<file path="src/rtl/ddd_chain.sv">
// ddd_chain: programs a daisy chain of 3D3444 serial delay chips, reads the chain back, and rewrites it on mismatch
module ddd_chain #(
    parameter int NCHIP = 2,
    parameter int DBITS = 4,
    parameter int MXPUP = 5,
    parameter int MXRETRY = 3,
    localparam int FBITS = 4 + 4*DBITS,
    localparam int NBITS = NCHIP*FBITS
) (
    input  logic                     clock,
    input  logic                     gbl_reset,
    input  logic                     power_up,
    input  logic                     start,
    input  logic                     autostart_en,
    input  logic [4*NCHIP-1:0]       oe,
    input  logic [4*DBITS*NCHIP-1:0] delay,
    output logic                     serial_clock,
    output logic                     serial_out,
    output logic                     adr_latch,
    input  logic                     serial_in,
    output logic                     busy,
    output logic                     verify_ok,
    output logic                     verify_err,
    output logic [2:0]               retry_cnt,
    output logic [NBITS-1:0]         readback
);
    localparam int CW = $clog2(NBITS);
    typedef enum logic [3:0] {
        st_wait_fpga, st_wait_powerup, st_idle, st_init, st_write,
        st_latch, st_verify, st_check, st_rewrite, st_unstart
    } state_t;
    state_t state, next;
    logic start_ff, clock_half, compare, sin_ff, exp_d1, exp_d2, sample;
    logic shifting, pass_end, load, cmp_ok, can_retry;
    logic [MXPUP-1:0] pup_cnt;
    logic [CW-1:0] bit_cnt;
    logic [NBITS-1:0] frame, sr;
    assign shifting = state == st_write || state == st_verify;
    assign pass_end = shifting && clock_half && bit_cnt == CW'(NBITS-1);
    assign load = state == st_init || state == st_rewrite || state == st_latch;
    assign cmp_ok = compare && !(sample && sin_ff != exp_d2);
    assign can_retry = retry_cnt < 3'(MXRETRY);
    assign busy = !(state == st_idle || state == st_wait_fpga);
    // frame[i] is the i-th bit on the wire: last chip first, oe[3:0] then ch0..ch3 MSB first
    always_comb begin
        frame = '0;
        for (int k = 0; k < NCHIP; k++) begin
            for (int j = 0; j < 4; j++)
                frame[(NCHIP-1-k)*FBITS + j] = oe[4*k+3-j];
            for (int c = 0; c < 4; c++)
                for (int b = 0; b < DBITS; b++)
                    frame[(NCHIP-1-k)*FBITS + 4 + c*DBITS + b] = delay[(4*k+c)*DBITS + DBITS-1-b];
        end
    end
    always_comb begin
        next = state;
        case (state)
            st_wait_fpga:    next = power_up ? st_wait_powerup : st_wait_fpga;
            st_wait_powerup: next = &pup_cnt ? (autostart_en ? st_init : st_idle) : st_wait_powerup;
            st_idle:         next = start_ff ? st_init : st_idle;
            st_init:         next = st_write;
            st_rewrite:      next = st_write;
            st_write:        next = pass_end ? st_latch : st_write;
            st_latch:        next = st_verify;
            st_verify:       next = pass_end ? st_check : st_verify;
            st_check:        next = (!cmp_ok && can_retry) ? st_rewrite : st_unstart;
            st_unstart:      next = start_ff ? st_unstart : st_idle;
            default:         next = st_wait_fpga;
        endcase
    end
    // readback compare: serial_in is registered once, expected bit is delayed two clocks
    always_ff @(posedge clock) begin
        start_ff <= start && !gbl_reset;
        sin_ff <= serial_in;
        exp_d1 <= sr[0];
        exp_d2 <= exp_d1;
        if (gbl_reset || !power_up) begin
            state <= st_wait_fpga;
            pup_cnt <= '0;
            clock_half <= 1'b0;
            bit_cnt <= '0;
            sr <= '0;
            compare <= 1'b0;
            sample <= 1'b0;
            serial_clock <= 1'b0;
            serial_out <= 1'b0;
            adr_latch <= 1'b1;
        end else begin
            state <= next;
            pup_cnt <= state == st_wait_powerup ? pup_cnt + MXPUP'(1) : '0;
            clock_half <= shifting && !clock_half;
            bit_cnt <= load ? '0 : bit_cnt + CW'(shifting && clock_half);
            sr <= load ? frame : (shifting && clock_half) ? sr >> 1 : sr;
            compare <= state == st_init || state == st_rewrite || cmp_ok;
            sample <= state == st_verify && clock_half;
            serial_clock <= clock_half;
            serial_out <= shifting && sr[0];
            adr_latch <= state != st_latch;
        end
    end
    always_ff @(posedge clock) begin
        if (gbl_reset) begin
            verify_ok <= 1'b0;
            verify_err <= 1'b0;
            retry_cnt <= '0;
            readback <= '0;
        end else if (power_up) begin
            if (state == st_init)
                retry_cnt <= '0;
            else if (state == st_check && !cmp_ok && can_retry)
                retry_cnt <= retry_cnt + 3'd1;
            if (state == st_init || state == st_rewrite) begin
                verify_ok <= 1'b0;
                verify_err <= 1'b0;
            end else if (state == st_check) begin
                verify_ok <= cmp_ok;
                verify_err <= !cmp_ok && !can_retry;
            end
            if (sample)
                readback <= {sin_ff, readback[NBITS-1:1]};
        end
    end
endmodule
</file>
<file path="config.mk">
export PLATFORM = sky130hd
export DESIGN_NAME = ddd_chain
export DESIGN_NICKNAME = d
export VERILOG_FILES = /design/src/rtl/ddd_chain.sv
export SDC_FILE = /design/constraint.sdc
export NUM_CORES = 1
export LEC_CHECK = 0
export ABC_CLOCK_PERIOD_IN_PS = 1700
export CAP_MARGIN = 5
export CORE_MARGIN = 3
export CORE_UTILIZATION = 45
export DETAILED_ROUTE_END_ITERATION = 7
export GPL_ROUTABILITY_DRIVEN = 0
export PLACE_DENSITY = 0.83
export SETUP_SLACK_MARGIN = 0.1
export SLEW_MARGIN = 20
export SYNTH_ARGS = -nofsm -noshare
export SYNTH_HDL_FRONTEND = slang
export SYNTH_SLANG_ARGS = --single-unit
</file>
<file path="constraint.sdc">
create_clock -name clock -period 1.7 [get_ports clock]
set_input_delay 0.425 -clock clock [delete_from_list [all_inputs] [get_ports clock]]
set_output_delay 0.425 -clock clock [all_outputs]
set_load 0.05 [all_outputs]
</file>
==> results of run 1 <==
[power by group through the flow]
stage                     logic, mW  clock network, mW  registers [mW]
after global routing          0.249               1.72            2.58
after global placement        0.204                  0            2.64
final                         0.237               1.60            2.58
after floorplan              0.0542                  0            2.64
after CTS                     0.215               1.61            2.58
after detailed placement      0.206                  0            2.64
[worst min path at each step]
| stage | endpoint | slack (ns) | cells after the start |
|---|---|---|---|
| 5_1_grt | exp_d2 | 0.36 | 0 |
| 3_3_place_gp | exp_d2 | 0.31 | 0 |
| 4_1_cts | exp_d2 | 0.34 | 0 |
| 2_1_floorplan | exp_d2 | 0.31 | 0 |
| 3_5_place_dp | exp_d2 | 0.32 | 0 |
| 6_report | exp_d2 | 0.35 | 0 |
[per-stage QoR]
step	TNS, ns	hold WS [ns]	utilization	instance area (um^2)
2_1_floorplan	0	0.310	-	4280
3_3_place_gp	-0.00829	0.312	0.609	5440
3_5_place_dp	-0.202	0.320	0.609	5440
4_1_cts	-0.102	0.338	0.649	5800
5_1_grt	-3.85	0.360	0.711	6350
6_report	-1.92	0.354	0.711	6350
[cell families after synthesis]
group	Yosys count	synth area share
AOI/OAI and AO/OA	143	0.203
xor gates and xnor gates	8	0.0165
adders and majority gates	5	0.0147
buffers and inverters	45	0.0486
DFF	110	0.519
muxes	3	0.00766
and+or+nand+nor	186	0.191
[sequential cells by signal (all words and copies together) (netlist names), 3 cells and up]
name,cells
pup_cnt,5
retry_cnt,3
bit_cnt,6
state,4
sr,40
readback,40
[area by class of cell]
class / instances / area (um^2) / area share
Timing Repair Buffer: 150 / 1650 / 0.261
Tap cell: 108 / 135 / 0.0213
Clock inverter: 6 / 70.1 / 0.0110
Multi-Input combinational cell: 345 / 2120 / 0.334
Clock buffer: 10 / 128 / 0.0201
Inverter: 6 / 25.0 / 0.00394
Sequential cell: 110 / 2220 / 0.349
[placed cells by master (no fill, tap or decap), types with 2 or more instances in the layout]
cell type        count
nand2_1            125
dfxtp_1            105
buf_4               66
a21oi_1             64
clkdlybuf4s50_1     45
a22oi_1             39
a21oi_2             22
nor2_1              21
buf_12              18
buf_6               10
clkbuf_8             9
clkbuf_16            7
and2_1               6
inv_1                5
xnor2_1              4
ha_4                 4
buf_8                4
nor2b_1              3
nand3_1              3
xor2_1               3
dfxtp_4              3
nand2b_1             2
nor3b_1              2
nor2_4               2
o21ai_1              2
nand3b_1             2
nand3_2              2
nand2_2              2
o211ai_1             2
o41ai_2              2
clkinvlp_4           2
dfxtp_2              2
[metal layers]
metal / vias up / part of all wire
li1: 1956 / -
met1: 1917 / 0.41
met2: 151 / 0.51
met3: 19 / 0.067
met4: 0 / 0.015
met5: - / 0
[repair_timing]
item                                    in CTS  in global routing
gates resized for setup                     28                 59
endpoints found under the setup margin       4                 50
cloned                                       0                 10
setup buffers                                8                 10
pin swaps                                   10                 47
==> summary.md, run 1 <==
| Metric | Value |
|---|---|
| H-Tree Depth | `3` |
| Logic pwr share | `0.054` |
| Rel. slew slack | `0.751` |
| Final HPWL DP | `6770 um` |
| CTS tree | `yes` |
| Root Buffer | `clkbuf_8` |
| Hold Startpoint | `exp_d1` |
| Maximum VDD drop | `approximately 0.6 mV` |
| Pre-CTS setup slack | `-0.0550 ns` |
| RSZ-0062 raised after global routing | `true` |
| Flops & latches, synth | `between 100 and 150` |
| Port Buffers | `94` |
| Vias in the first global route | `around 3600` |
| Max Cap Violations | `0` |
| Nets | `roughly 670` |
| Worst hold path class | `reg2reg` |
| Hold Buf Count CTS | `0` |
| Clock Sinks | `110` |
| Power Density | `roughly 700 mW/mm^2` |
| RR Endpoint | `sr[1]` |
| Sw Pwr | `between 1 and 1.5 mW` |
| Initial drt markers | `about 260` |
| CTS Buf Count | `9` |
| # fillers | `635` |
| Met3 usage | `0.0528` |
| Minimum clock period | `roughly 1.8 ns` |
| Slack of the critical path | `-0.120 ns` |
| Post-synth top area cell | `dfxtp_1` |
| Worst Tran Pin Value | `approximately 0.37 ns` |
| Final Skew | `about 0.015 ns` |
| Worst Setup EP | `sr[1]` |
| Max Slew Vio Count | `0` |
| M2 GR Usage | `0.312` |
| Skew-Pair Late Insertion Delay | `~0.38 ns` |
| Count leader, synth | `nand2_1` |
| R2R cell count | `9` |
| CP Launch Point | `state[2]` |
| Clock power frac | `0.362` |
| Seq/Total Area, Yosys | `0.519` |
| Status | `finished with violations` |
| Ys async rst share | `0` |
| Mean Syn Cell Area | `between 8 and 9 um^2` |
| DRT antenna net count | `0` |
| Crit. path cell count | `9` |
| Die area | `about 0.011 mm^2` |
| Warning count from the yosys run | `0` |
| P_leak | `2.24 nW` |
| Antenna diodes | `0` |
| Synth area leaders | `dfxtp_1 (52%), nand2_1 (11%), a21oi_1 (10%)` |
| CP max FO | `7` |
| Critical path buffers and inverters | `5` |
| Area grow syn2layout | `49.5%` |
| Ys flop type | `dfxtp_1` |
| Crit-path cells | `buf_4 -> nor4bb_4 -> buf_6 -> buf_4 -> a211oi_4 -> buf_12 -> clkbuf_16 -> nand2_1 -> a21oi_1` |
| First-pass GRT wire length | `15800 um` |
| Synth cell count leaders | `nand2_1 (127), dfxtp_1 (110), a21oi_1 (86), a22oi_1 (39), nor2_1 (23)` |
| CP max stage cell | `dfxtp_2` |
| Worst r2r src | `state[2]` |
| Clock transition at the registers of the reported paths | `0.10 ns` |
| Rows | `34` |
| Fin crit share | `1.07` |
| WS Path Type | `reg2reg` |
| Clk buf depth | `2` |
| Grt ovf | `0` |
| EDFF count, synth | `0` |
| Placed instance count | `691` |
| Flop2flop setup slack | `-0.12 ns` |
| Final Setup Violations | `38` |
| Failing checks | `setup timing` |
| Internal power | `about 3.4 mW` |
| Layout cells sized above 1 | `0.282` |
| Routed len/inst | `~16 um` |
| Crit path top cell by count | `buf_4` |
| I/O pins | `95` |
| Core area | `0.00893 mm^2` |
| Die height | `between 100 and 150 um` |
| Post-Syn Instances | `500` |
| Residual DRC | `0` |
| Endpoints failing hold | `0` |
| Routed vias | `4043` |
| GRT met1 Usage | `0.228` |
| Sw Share | `0.227` |
| Critical Path End Type | `register` |
| Delay of the slowest critical-path stage | `0.34 ns` |
| Sequential power share | `0.584` |
| Starting Density | `0.475` |
| Max frequency | `~550 MHz` |
| Initial antenna violation count | `0` |
| GRT Max-Usage Layer | `met2` |
| Final WL | `around 12000 um` |
| Mapped Nets | `551` |
| Unique masters post-synth | `50` |
| GR Util All Layers | `0.184` |
| Vias per inst | `5.50` |
| Cell Area, Synth | `roughly 0.0042 mm^2` |
| Total power | `approximately 4.4 mW` |
| Non-Filler Instances | `around 740` |
| Largest delay contributor family on the critical path | `buffers and inverters` |
| First drt pass iteration count | `6` |
| WP data arrival | `2.13 ns` |
| Post-synth top area share | `0.519` |
| Worst EP required | `2.01 ns` |
| Largest net degree at the start of global routing | `between 40 and 50` |
| CP startpoint kind | `register` |
| Chip width | `between 100 and 150 um` |
Note: power is estimated with default switching activity, not from simulation.
==> run 2, diff against run 1 <==
Settings changed: ABC_CLOCK_PERIOD_IN_PS 1700 to default.
==> results of run 2 <==
The final DEF is identical to that of run 1; final timing and power are the same.
==> run 3, diff against run 2 <==
Settings changed: CORE_MARGIN 3 to 1.5.
==> summary.md, run 3 (synthesis gave the netlist of run 1 again) <==
| Metric | Value |
|---|---|
| Port Buffers | `94 (unchanged)` |
| GR Util All Layers | `0.216 (was 0.184)` |
| CP max FO | `5 (was 7)` |
| Routed len/inst | `16.9 um (was 16.1 um)` |
| Starting Density | `0.462 (was 0.475)` |
| Hold Buf Count CTS | `0 (unchanged)` |
| Largest net degree at the start of global routing | `41 (unchanged)` |
| Initial drt markers | `294 (was 259)` |
| Nets | `669 (was 673)` |
| First-pass GRT wire length | `17300 um (was 15800 um)` |
| Clock transition at the registers of the reported paths | `0.10 ns (about the same)` |
| Worst Tran Pin Value | `0.424 ns (was 0.373 ns)` |
| Layout cells sized above 1 | `0.324 (was 0.282)` |
| Final HPWL DP | `6530 um (was 6770 um)` |
| Clk buf depth | `2 (unchanged)` |
| Vias in the first global route | `3675 (was 3556)` |
| Rel. slew slack | `0.717 (was 0.751)` |
| Status | `finished with violations (unchanged)` |
| I/O pins | `95 (unchanged)` |
| Max frequency | `544 MHz (was 549 MHz)` |
| Endpoints failing hold | `0 (unchanged)` |
| Worst hold path class | `reg2reg (unchanged)` |
| Initial antenna violation count | `0 (unchanged)` |
| CP max stage cell | `dfxtp_4 (was dfxtp_2)` |
| Core area | `0.00920 mm^2 (was 0.00893 mm^2)` |
| Chip width | `100 um (was 103 um)` |
| Most common cell after layout, fill and taps aside | `dfxtp_1 (was nand2_1)` |
| Max Slew Vio Count | `0 (unchanged)` |
| P_leak | `2.25 nW (was 2.24 nW)` |
| CTS Buf Count | `9 (unchanged)` |
| Maximum VDD drop | `0.505 mV (was 0.604 mV)` |
| Largest delay contributor family on the critical path | `buffers and inverters (unchanged)` |
| Delay of the slowest critical-path stage | `0.37 ns (was 0.34 ns)` |
| Fin crit share | `1.08 (was 1.07)` |
| CTS tree | `yes (unchanged)` |
| Power Density | `691 mW/mm^2 (was 695 mW/mm^2)` |
| Vias per inst | `5.59 (was 5.50)` |
| Critical path buffers and inverters | `7 (was 5)` |
| First drt pass iteration count | `4 (was 6)` |
| Skew-Pair Late Insertion Delay | `0.37 ns (was 0.38 ns)` |
| Die height | `100 um (was 103 um)` |
| Routed vias | `4101 (was 4043)` |
| Final Setup Violations | `43 (was 38)` |
| Slack of the critical path | `-0.138 ns (was -0.120 ns)` |
| Crit path top cell by count | `buf_6 (was buf_4)` |
| RSZ-0062 raised after global routing | `true (unchanged)` |
| Failing checks | `setup timing (unchanged)` |
| Antenna diodes | `0 (unchanged)` |
| Crit-path cells | `buf_6 -> nor4bb_4 -> buf_4 -> buf_6 -> a211oi_4 -> buf_6 -> buf_12 -> buf_12 -> buf_16 -> nand2_4 -> a21oi_2 (was buf_4 -> nor4bb_4 -> buf_6 -> buf_4 -> a211oi_4 -> buf_12 -> clkbuf_16 -> nand2_1 -> a21oi_1)` |
| Largest registers | `readback (40), sr (40), bit_cnt (6) (unchanged)` |
| Pre-CTS setup slack | `-0.236 ns (was -0.0550 ns)` |
| Final Skew | `0.0144 ns (was 0.0146 ns)` |
| Max Cap Violations | `0 (unchanged)` |
| Final Core Density | `0.705 (was 0.711)` |
| DRT antenna net count | `0 (unchanged)` |
| WP data arrival | `2.08 ns (was 2.13 ns)` |
| Residual DRC | `0 (unchanged)` |
| Minimum clock period | `1.84 ns (was 1.82 ns)` |
| H-Tree Depth | `3 (unchanged)` |
| Most frequent cells in the layout | `dfxtp_1 (104), nand2_1 (96), buf_4 (66) (was nand2_1 (125), dfxtp_1 (105), buf_4 (66))` |
| Final WL | `12400 um (was 11800 um)` |
| Rows | `35 (was 34)` |
| Area grow syn2layout | `52.7% (was 49.5%)` |
| Worst EP required | `1.95 ns (was 2.01 ns)` |
| WS Path Type | `reg2reg (unchanged)` |
| CP startpoint kind | `register (unchanged)` |
| Grt ovf | `0 (unchanged)` |
| Critical Path End Type | `register (unchanged)` |
| Die area | `0.0100 mm^2 (was 0.0106 mm^2)` |
| Root Buffer | `clkbuf_8 (unchanged)` |
| Clock Sinks | `110 (unchanged)` |
[run 3: cell count changes in the layout (fill, tap and decap cells not counted), moves of 4 or more]
cell,delta
buf_16,+4
nand2_1,-29
buf_12,-4
nand2_4,+20
nand2_2,+9
[run 3: final timing paths]
kind	startpoint	endpoint	slack, ns	cells past startpoint
worst max-delay path	state[0]	sr[5]	-0.14	11
worst min-delay path	exp_d1	exp_d2	0.34	0
worst max register to register	state[0]	sr[5]	-0.14	11
worst min register to register	exp_d1	exp_d2	0.34	0
[run 3: area by class of cell]
| type | count | area (um^2) |
|---|---|---|
| clock inverter | 6 | 80.1 |
| multi-input combinational | 345 | 2280 |
| tap | 111 | 139 |
| sequential | 110 | 2210 |
| timing repair buffer | 146 | 1610 |
| clock buffer | 10 | 138 |
| fill | 654 | 2710 |
| inverter | 6 | 25.0 |
[run 3: metal layers]
layer	routed length, um	track usage	vias to the layer above
li1	-	-	1948
met1	4840	0.254	1961
met2	6470	0.390	159
met3	720	0.0501	33
met4	341	0.0650	0
met5	0	0	-
[run 3: timing repair]
action	CTS	global route
gates resized for setup	40	89
cloned	6	4
setup buffers	16	4
pin swaps	25	45
setup endpoints to repair	43	51
[run 3: power by group]
group | internal, mW | switching, mW | leakage [nW]
combinational | 0.131 | 0.0914 | 1.25
clock | 0.747 | 0.927 | 0.106
sequential | 2.58 | 0.00448 | 0.890
[run 3: per-stage QoR]
stage,hold WS [ns],setup TNS [ns],total power [mW],instance area [um^2],instances
after detailed placement,0.316,-2.15,2.84,5370,690
after CTS,0.339,-1.29,4.47,6050,728
after floorplan,0.310,0,2.70,4280,500
final,0.338,-2.85,4.48,6480,734
after global routing,0.356,-6.09,4.62,6480,734
after global placement,0.314,-0.314,2.84,5370,690
